File: src/rtl/mdr_mem_if.sv
// Memory data register with a single-outstanding memory access port.
// Loads from the internal bus, reads memory with byte/half/word extraction
// and sign/zero extension, and writes lane-replicated data with byte enables.
// Every access is bounded by TIMEOUT wait cycles.
module mdr_mem_if #(
    parameter int BITS    = 32,
    parameter int TIMEOUT = 15,
    localparam int NLANE  = BITS / 8,
    localparam int OFFB   = $clog2(BITS / 8)
) (
    input  logic              clk,
    input  logic              clear,
    input  logic [BITS-1:0]   busMuxOut,
    input  logic              MDRin,
    input  logic              rd_start,
    input  logic              wr_start,
    input  logic [1:0]        size,
    input  logic              sign,
    input  logic [OFFB-1:0]   offset,
    input  logic [BITS-1:0]   MDataIn,
    input  logic              mem_ack,
    output logic              mem_rd,
    output logic              mem_wr,
    output logic [BITS-1:0]   MDataOut,
    output logic [NLANE-1:0]  mem_be,
    output logic [BITS-1:0]   MDRout,
    output logic              busy,
    output logic              done,
    output logic              err
);

    localparam int CW = $clog2(TIMEOUT + 1);

    typedef enum logic [1:0] {
        IDLE  = 2'd0,
        READ  = 2'd1,
        WRITE = 2'd2
    } state_t;

    state_t            state_q, state_d;
    logic [BITS-1:0]   mdr_q, mdr_d;
    logic [1:0]        size_q, size_d;
    logic              sign_q, sign_d;
    logic [OFFB-1:0]   off_q, off_d;
    logic [CW-1:0]     cnt_q, cnt_d;
    logic              done_q, done_d;
    logic              err_q, err_d;

    logic [7:0]        rd_b;
    logic [15:0]       rd_h;
    logic [BITS-1:0]   rd_ext;
    logic [BITS-1:0]   wr_data;
    logic [NLANE-1:0]  wr_be;

    // Read extraction: pick the addressed lane(s) of MDataIn, then extend.
    // Lane matching by loop keeps odd lane counts from indexing past BITS.
    always_comb begin
        rd_b   = '0;
        rd_h   = '0;
        rd_ext = '0;
        for (int l = 0; l < NLANE; l++) begin
            if (l == int'(off_q))
                rd_b = MDataIn[l*8 +: 8];
            if (l == (int'(off_q) & ~1))
                rd_h[7:0] = MDataIn[l*8 +: 8];
            if (l == (int'(off_q) & ~1) + 1)
                rd_h[15:8] = MDataIn[l*8 +: 8];
        end
        if (size_q[1]) begin
            rd_ext = MDataIn;
        end else if (size_q[0]) begin
            rd_ext       = {BITS{sign_q & rd_h[15]}};
            rd_ext[15:0] = rd_h;
        end else begin
            rd_ext      = {BITS{sign_q & rd_b[7]}};
            rd_ext[7:0] = rd_b;
        end
    end

    // Write formatting: replicate the low byte/half of MDR across lanes and
    // enable only the addressed lane(s); a half ignores offset bit 0.
    always_comb begin
        wr_data = '0;
        wr_be   = '0;
        for (int l = 0; l < NLANE; l++) begin
            if (size_q[1]) begin
                wr_data[l*8 +: 8] = mdr_q[l*8 +: 8];
                wr_be[l]          = 1'b1;
            end else if (size_q[0]) begin
                wr_data[l*8 +: 8] = (l % 2 == 0) ? mdr_q[7:0] : mdr_q[15:8];
                wr_be[l]          = (l == (int'(off_q) & ~1)) ||
                                    (l == (int'(off_q) & ~1) + 1);
            end else begin
                wr_data[l*8 +: 8] = mdr_q[7:0];
                wr_be[l]          = (l == int'(off_q));
            end
        end
    end

    // Next-state: IDLE arbitration (read > write > bus load), then wait for
    // ack or expire after TIMEOUT active cycles.
    always_comb begin
        state_d = state_q;
        mdr_d   = mdr_q;
        size_d  = size_q;
        sign_d  = sign_q;
        off_d   = off_q;
        cnt_d   = cnt_q;
        done_d  = 1'b0;
        err_d   = 1'b0;
        case (state_q)
            IDLE: begin
                if (rd_start || wr_start) begin
                    state_d = rd_start ? READ : WRITE;
                    size_d  = size;
                    sign_d  = sign;
                    off_d   = offset;
                    cnt_d   = '0;
                end else if (MDRin) begin
                    mdr_d = busMuxOut;
                end
            end
            READ, WRITE: begin
                if (mem_ack) begin
                    state_d = IDLE;
                    done_d  = 1'b1;
                    if (state_q == READ)
                        mdr_d = rd_ext;
                end else if (cnt_q == CW'(TIMEOUT - 1)) begin
                    state_d = IDLE;
                    err_d   = 1'b1;
                end else begin
                    cnt_d = cnt_q + CW'(1);
                end
            end
            default: state_d = IDLE;
        endcase
    end

    // State and datapath registers; clear aborts any access silently.
    always_ff @(posedge clk or negedge clear) begin
        if (!clear) begin
            state_q <= IDLE;
            mdr_q   <= '0;
            size_q  <= '0;
            sign_q  <= 1'b0;
            off_q   <= '0;
            cnt_q   <= '0;
            done_q  <= 1'b0;
            err_q   <= 1'b0;
        end else begin
            state_q <= state_d;
            mdr_q   <= mdr_d;
            size_q  <= size_d;
            sign_q  <= sign_d;
            off_q   <= off_d;
            cnt_q   <= cnt_d;
            done_q  <= done_d;
            err_q   <= err_d;
        end
    end

    assign mem_rd   = (state_q == READ);
    assign mem_wr   = (state_q == WRITE);
    assign busy     = (state_q != IDLE);
    assign MDataOut = (state_q == WRITE) ? wr_data : mdr_q;
    assign mem_be   = (state_q == WRITE) ? wr_be : '0;
    assign MDRout   = mdr_q;
    assign done     = done_q;
    assign err      = err_q;

endmodule

File: config.mk
export PLATFORM = sky130hd
export DESIGN_NAME = mdr_mem_if
export DESIGN_NICKNAME = d
export VERILOG_FILES = /design/src/rtl/mdr_mem_if.sv
export SDC_FILE = /design/constraint.sdc
export NUM_CORES = 1
export LEC_CHECK = 0
export BUFFER_PORTS_ARGS = -buffer_cell sky130_fd_sc_hd__buf_2
export CAP_MARGIN = 30
export CORE_UTILIZATION = 49
export DETAILED_ROUTE_END_ITERATION = 16
export HOLD_SLACK_MARGIN = 0.12
export MAX_ROUTING_LAYER = met4
export PLACE_DENSITY = 0.83
export SYNTH_ARGS = -nofsm -noshare
export SYNTH_HDL_FRONTEND = slang
export SYNTH_SLANG_ARGS = --single-unit
File: constraint.sdc
create_clock -name clk -period 2.63 [get_ports clk]
set_input_delay 0.526 -clock clk [delete_from_list [all_inputs] [get_ports clk]]
set_output_delay 0.526 -clock clk [all_outputs]
set_load 0.005 [all_outputs]
==> results.md, run 1 <==
- Worst-path fanout max: 8
- H-tree depth reported by CTS: 2
- Cts bufs inserted: 5
- Core ar.: 0.00679 mm^2
- Nets: 603
- Power Dens Cells: 1250 mW/mm^2
- Routability cong.: 0.902
- # setup viols final: 0
- Switching portion of total power: 0.485
- Reg2reg path depth: 7
- Clock Power Share: 0.084
- CP bufs+invs: 2
- Hold Path Class: input pin to async pin
- Slew @ Worst Pin: 0.635 ns
- Synth warnings: 0
- WHS: 0.167 ns
- Fill cell count: 610
- Crit path launch type: flop
- Drt drc: 0
- DR vias/cell: 5.77
- Total track usage: 0.306
- Post-route clock skew: 0.0120 ns
- Post-DP HPWL: 8110 um
- Final Hold Viols: 0
- Final period utilization: 0.947
- Post-cts hold buffer count: 0
- CTS tree: built
- Worst path required time: 2.10 ns
- Net Sw Power: 2.57 mW
- Worst Path Arrival: 1.97 ns
- TNS Setup: 0 ns
- Clk buf depth: 2
- First-pass GRT wire length: 16900 um
- Worst slew margin: 0.577
- Synth-to-Final Area Change: 23.4%
- Post-route minimum period: 2.49 ns
- Flops & latches, synth: 45
- Post-layout util: 0.624
- Antenna viol nets, final: 0
- Post-synth EDFFs: 0
- Die span in x: 85.7 um
- # diodes: 0
- Total number of vias: 3579
- Syn nets: 477
- FFs w/ async S/R, synth: 1.00
- Avg Cell Area, Syn: 8.65 um^2
- FF-to-FF End: MDRout[14]
- Die height: 85.7 um
- Worst path slowest cell: dfrtp_1
- CTS Root Cell: clkbuf_8
- Maximum vdd drop: 1310 uV
- RSZ-0062 raised after global routing: no
- Top Ports: 148
- Initial antenna violation count: 0
- Worst Setup End Kind: output pin
- Detailed Route WL: 10800 um
- Post-CTS Resized: 1
- Leakage power: 2.03 nW
- Slew Viols, Final: 0
- R2R setup slack: 0.32 ns
- Worst-Skew Late Latency: 0.31 ns
- GRT Residual Overflow: 0
- Overall power: 5.30 mW
- DR iter-0 viols: 220
- Fraction of final layout cells sized beyond drive strength 1: 0.368
- Crit path largest cell delay: 0.40 ns
- Internal power: 2.73 mW
- Sequential share of power: 0.275
- First-pass iteration count of the detailed router: 4
- Post-synthesis sequential area ratio: 0.328
- Comb power frac: 0.641
- Fmax: 401 MHz
- Synth Instances: 397
- RR Startpoint: state_q[0]
- Vias in the first global route: 3422
- Status: complete, no violations
- Worst Setup Path Type: flop to output pin
- Top delay family on crit path: flip-flops
- Cell Area, Synth: 0.00343 mm^2
- Largest net degree at the start of global routing: 65
- Sink Count: 45
- Critical-path cell list: inv_1 > ha_1 > nand2_2 > nor2_4 > mux2_2 > buf_2
- Predominant post-synthesis flop cell: dfrtp_1
- Clk slew on worst S/H paths: 0.09 ns
- Die ar.: 0.00735 mm^2
- Port bufs: 147
- Num rows: 30
- Setup ws final: 0.138 ns
- Setup bufs post-CTS: 0
- Starting Density: 0.505
- Max-cap check violation count: 0
- Mean routed wirelength per cell: 17.5 um
- Unique masters post-synth: 52
- DP Worst Slack: 0.326 ns
[how the worst max path moves through the flow]
stage,start,endpoint,slack (ns),cells after the start
2_1_floorplan,state_q[0],MDataOut[10],0.60,5
3_3_place_gp,state_q[0],MDataOut[9],0.41,6
3_5_place_dp,state_q[0],MDataOut[9],0.33,6
4_1_cts,state_q[0],MDataOut[9],0.17,6
5_1_grt,state_q[0],MDataOut[9],0.06,6
6_report,state_q[0],MDataOut[9],0.14,6
[layout by cell type, fill, tap and decap left out, types with 6 or more instances in the layout]
cell / count
nor2_1: 27
buf_2: 147
nand3b_1: 11
and3b_1: 6
dfrtp_1: 45
o32a_1: 6
mux2_2: 17
buf_4: 8
mux2i_1: 17
o21ai_1: 8
o211ai_1: 13
o21ai_0: 22
nand2b_1: 6
nand2_1: 52
a211oi_1: 18
a21oi_1: 12
and3_1: 16
nor2b_1: 10
nor3_1: 16
a211o_1: 6
or3_1: 6
inv_1: 9
[final cells by class]
cell class	count	area (um^2)	area share
multi-input cells	305	2040	0.481
flip-flops and latches	45	1130	0.266
repair buffers	157	831	0.196
well taps	96	120	0.0283
clock buffers	6	72.6	0.0171
inverters	9	33.8	0.00797
clock inverters	2	15.0	0.00354
[kinds of logic (layout without fill, tap and decap cells)]
family,Yosys count,in the layout,share of synthesized area
buffers and inverters,47,174,0.0802
AOI/OAI and AO/OA,105,105,0.226
and+or+nand+nor,160,160,0.238
DFF,45,45,0.328
adders and majority gates,5,5,0.0182
muxes,35,35,0.110
[layer usage]
layer,global-route usage,up-vias,part of all wire
li1,-,1682,-
met4,0.123,0,0.034
met3,0.0423,31,0.059
met5,-,-,0
met2,0.536,160,0.51
met1,0.353,1706,0.40
[synthesized netlist by cell type, drive strengths merged (12+ instances only)]
| cell | count | area share |
|---|---|---|
| mux2 | 18 | 0.060 |
| clkbuf | 13 | 0.015 |
| a21oi | 12 | 0.017 |
| dfrtp | 45 | 0.33 |
| nor3 | 16 | 0.023 |
| o211ai | 16 | 0.044 |
| o21ai | 30 | 0.044 |
| a211oi | 19 | 0.043 |
| nand2 | 53 | 0.059 |
| nor2 | 28 | 0.031 |
| mux2i | 17 | 0.050 |
| buf | 25 | 0.056 |
| and3 | 16 | 0.029 |
[power by group through the flow]
stage | clock network [mW] | registers [mW] | logic [mW]
after floorplan | 0 | 1.30 | 2.49
after global placement | 0 | 1.44 | 3.22
after detailed placement | 0 | 1.46 | 3.38
after CTS | 0.445 | 1.45 | 3.39
after global routing | 0.466 | 1.49 | 3.77
final | 0.444 | 1.46 | 3.40
[stage by stage]
step                cells  area, um^2
floorplan             397        3430
global placement      610        4110
detailed placement    612        4150
CTS                   620        4240
global route          620        4240
finish                620        4240
[state kept, by name (all words and copies together), names as in the netlist]
register and count:
sign_q 1, size_q 2, done 1, state_q 2, err 1, off_q 2
MDRout 32, cnt_q 4
(Power assumes the default switching activity.)
==> run 2: changes to the inputs <==
CORE_ASPECT_RATIO = 1.5   (was unset)
CTS_CLUSTER_DIAMETER = 200   (was unset)
==> run 2 against run 1 <==
Die area about the same. Total power decreased by 0.32%. Core utilization decreased by 0.23 points. Sequential share of layout area increased by 0.055 points. Count of clock-buffer cells in the layout decreased by 1. Highest routed layer unchanged.
==> results.md, run 2 (synthesized netlist as in run 1, its figures left out) <==
- Drt drc: 0 (unchanged)
- First-pass GRT wire length: 16700 um (-1.2%)
- Final period utilization: 0.935 (-0.0128)
- Most frequent cells in the layout: buf_2 (147), nand2_1 (52), dfrtp_1 (45)
- Max FFs per register: 32 (unchanged)
- CTS tree: built
- Post-DP HPWL: 7650 um (-5.7%)
- Worst Setup Path Type: flop to output pin
- Internal power: 2.76 mW (+1.2%)
- Slew @ Worst Pin: 0.596 ns (-0.0390 ns)
- Final Hold Viols: 0 (unchanged)
- Most common cell after layout, fill and taps aside: buf_2
- Synth-to-Final Area Change: 23.2%
- Leakage power: 2.04 nW (+0.76%)
- Fraction of final layout cells sized beyond drive strength 1: 0.371 (+0.00311)
- GRT Residual Overflow: 0 (unchanged)
- # setup viols final: 0 (unchanged)
- CTS Root Cell: clkbuf_8
- Sink Count: 45 (unchanged)
- Worst Path Arrival: 1.93 ns (-0.04 ns)
- Total number of vias: 3635 (+1.6%)
- Power Dens Cells: 1250 mW/mm^2 (-0.11%)
- Crit path largest cell delay: 0.38 ns (-0.02 ns)
- Initial antenna violation count: 0 (unchanged)
- Die height: 105 um (+22%)
- RSZ-0062 raised after global routing: no
- # diodes: 0 (unchanged)
- Routability cong.: 0.881 (-2.3%)
- TNS Setup: 0 ns (unchanged)
- Post-route clock skew: 0.00863 ns (-0.00334 ns)
- Worst path slowest cell: mux2_2
- H-tree depth reported by CTS: 2 (unchanged)
- Worst-Skew Late Latency: 0.30 ns (about the same)
- Worst Setup End Kind: output pin
- Comb power frac: 0.661 (+0.020)
- Num rows: 37 (+23%)
- Clk slew on worst S/H paths: 0.08 ns (about the same)
- Switching portion of total power: 0.477 (-0.00763)
- DR vias/cell: 6.03 (+4.4%)
- Top delay family on crit path: buffers and inverters
- Crit path launch type: flop
- Post-layout util: 0.621 (-0.00232)
- Detailed Route WL: 10400 um (-3.6%)
- Clock Power Share: 0.077 (-0.007)
- Max-cap check violation count: 0 (unchanged)
- Maximum vdd drop: 1600 uV (+22%)
- Post-route minimum period: 2.46 ns (-0.0335 ns)
- Core ar.: 0.00681 mm^2 (+0.17%)
- Starting Density: 0.505 (-0.000836)
- Mean routed wirelength per cell: 17.3 um (-0.84%)
- Net Sw Power: 2.52 mW (-1.9%)
- Hold Path Class: input pin to async pin
- Port bufs: 147 (unchanged)
- DR iter-0 viols: 237 (+7.7%)
- Fmax: 407 MHz (+1.4%)
- Die ar.: 0.00735 mm^2 (about the same)
- Worst-path fanout max: 24 (+16)
- Nets: 606 (+0.50%)
- First-pass iteration count of the detailed router: 6 (+2)
- Die span in x: 70.3 um (-18%)
- Worst slew margin: 0.603 (+0.0260)
- Antenna viol nets, final: 0 (unchanged)
- Status: complete, no violations
- Sequential share of power: 0.262 (-0.013)
- Slew Viols, Final: 0 (unchanged)
- Total track usage: 0.291 (-0.0149)
- Worst path required time: 2.10 ns (about the same)
- Critical-path cell list: inv_1 > ha_1 > nand2_2 > buf_4 > mux2_2 > buf_2
- Post-cts hold buffer count: 0 (unchanged)
- CP bufs+invs: 3 (+1)
- Clk buf depth: 2 (unchanged)
- Top Ports: 148 (unchanged)
- Cts bufs inserted: 5 (unchanged)
- Largest net degree at the start of global routing: 65 (unchanged)
- Vias in the first global route: 3464 (+1.2%)
==> run 2: what timing repair did <==
item / 4_1_cts / 5_1_grt
resized for setup: 1 / 0
endpoints found under the hold margin: 0 / 0
buffers inserted: 0 / 1
pin swaps: 0 / 1
setup endpoints to repair: 8 / 2
==> run 2: worst paths after layout <==
path / start / cells past startpoint / slack, ns / to
min in group clk: sign / 3 / 0.42 / sign_q
hold reg to reg: cnt_q[0] / 1 / 0.56 / cnt_q[0]
setup / recovery: state_q[0] / 6 / 0.17 / MDataOut[21]
max in group asynchronous: clear / 2 / 1.92 / MDRout[0]
hold / removal: clear / 2 / 0.31 / done
setup reg to reg: state_q[0] / 7 / 0.52 / MDRout[26]
==> run 2: area by class of cell <==
type | instances | area [um^2]
clock inverters | 1 | 5.00
repair buffers | 160 | 858
well taps | 78 | 97.6
inverters | 9 | 33.8
flip-flops and latches | 45 | 1130
clock buffers | 5 | 68.8
fillers | 614 | 2580
multi-input cells | 305 | 2040
==> run 2: stage by stage <==
| stage | hold slack, ns | std cells | cell area [um^2] | setup slack (ns) | power, mW |
|---|---|---|---|---|---|
| 2_1_floorplan | 0.230 | 397 | 3430 | 0.596 | 3.79 |
| 3_3_place_gp | 0.524 | 596 | 4130 | 0.366 | 4.71 |
| 3_5_place_dp | 0.539 | 596 | 4130 | 0.280 | 4.84 |
| 4_1_cts | 0.331 | 602 | 4210 | 0.113 | 5.25 |
| 5_1_grt | 0.352 | 603 | 4230 | 0.0492 | 5.71 |
| 6_report | 0.311 | 603 | 4230 | 0.172 | 5.28 |
==> run 2: layer usage <==
metal | vias up | GRT usage | routed length [um]
met5 | - | - | 0
met4 | 0 | 0.106 | 274
met3 | 25 | 0.0320 | 570
met2 | 149 | 0.510 | 5510
met1 | 1771 | 0.336 | 4090
li1 | 1690 | - | -
==> run 2: power by group through the flow <==
stage          clock network (mW)  registers (mW)  logic, mW
4_1_cts                     0.416            1.38       3.46
3_5_place_dp                    0            1.39       3.44
6_report                    0.404            1.39       3.49
5_1_grt                     0.444            1.43       3.83
2_1_floorplan                   0            1.30       2.49
3_3_place_gp                    0            1.37       3.34
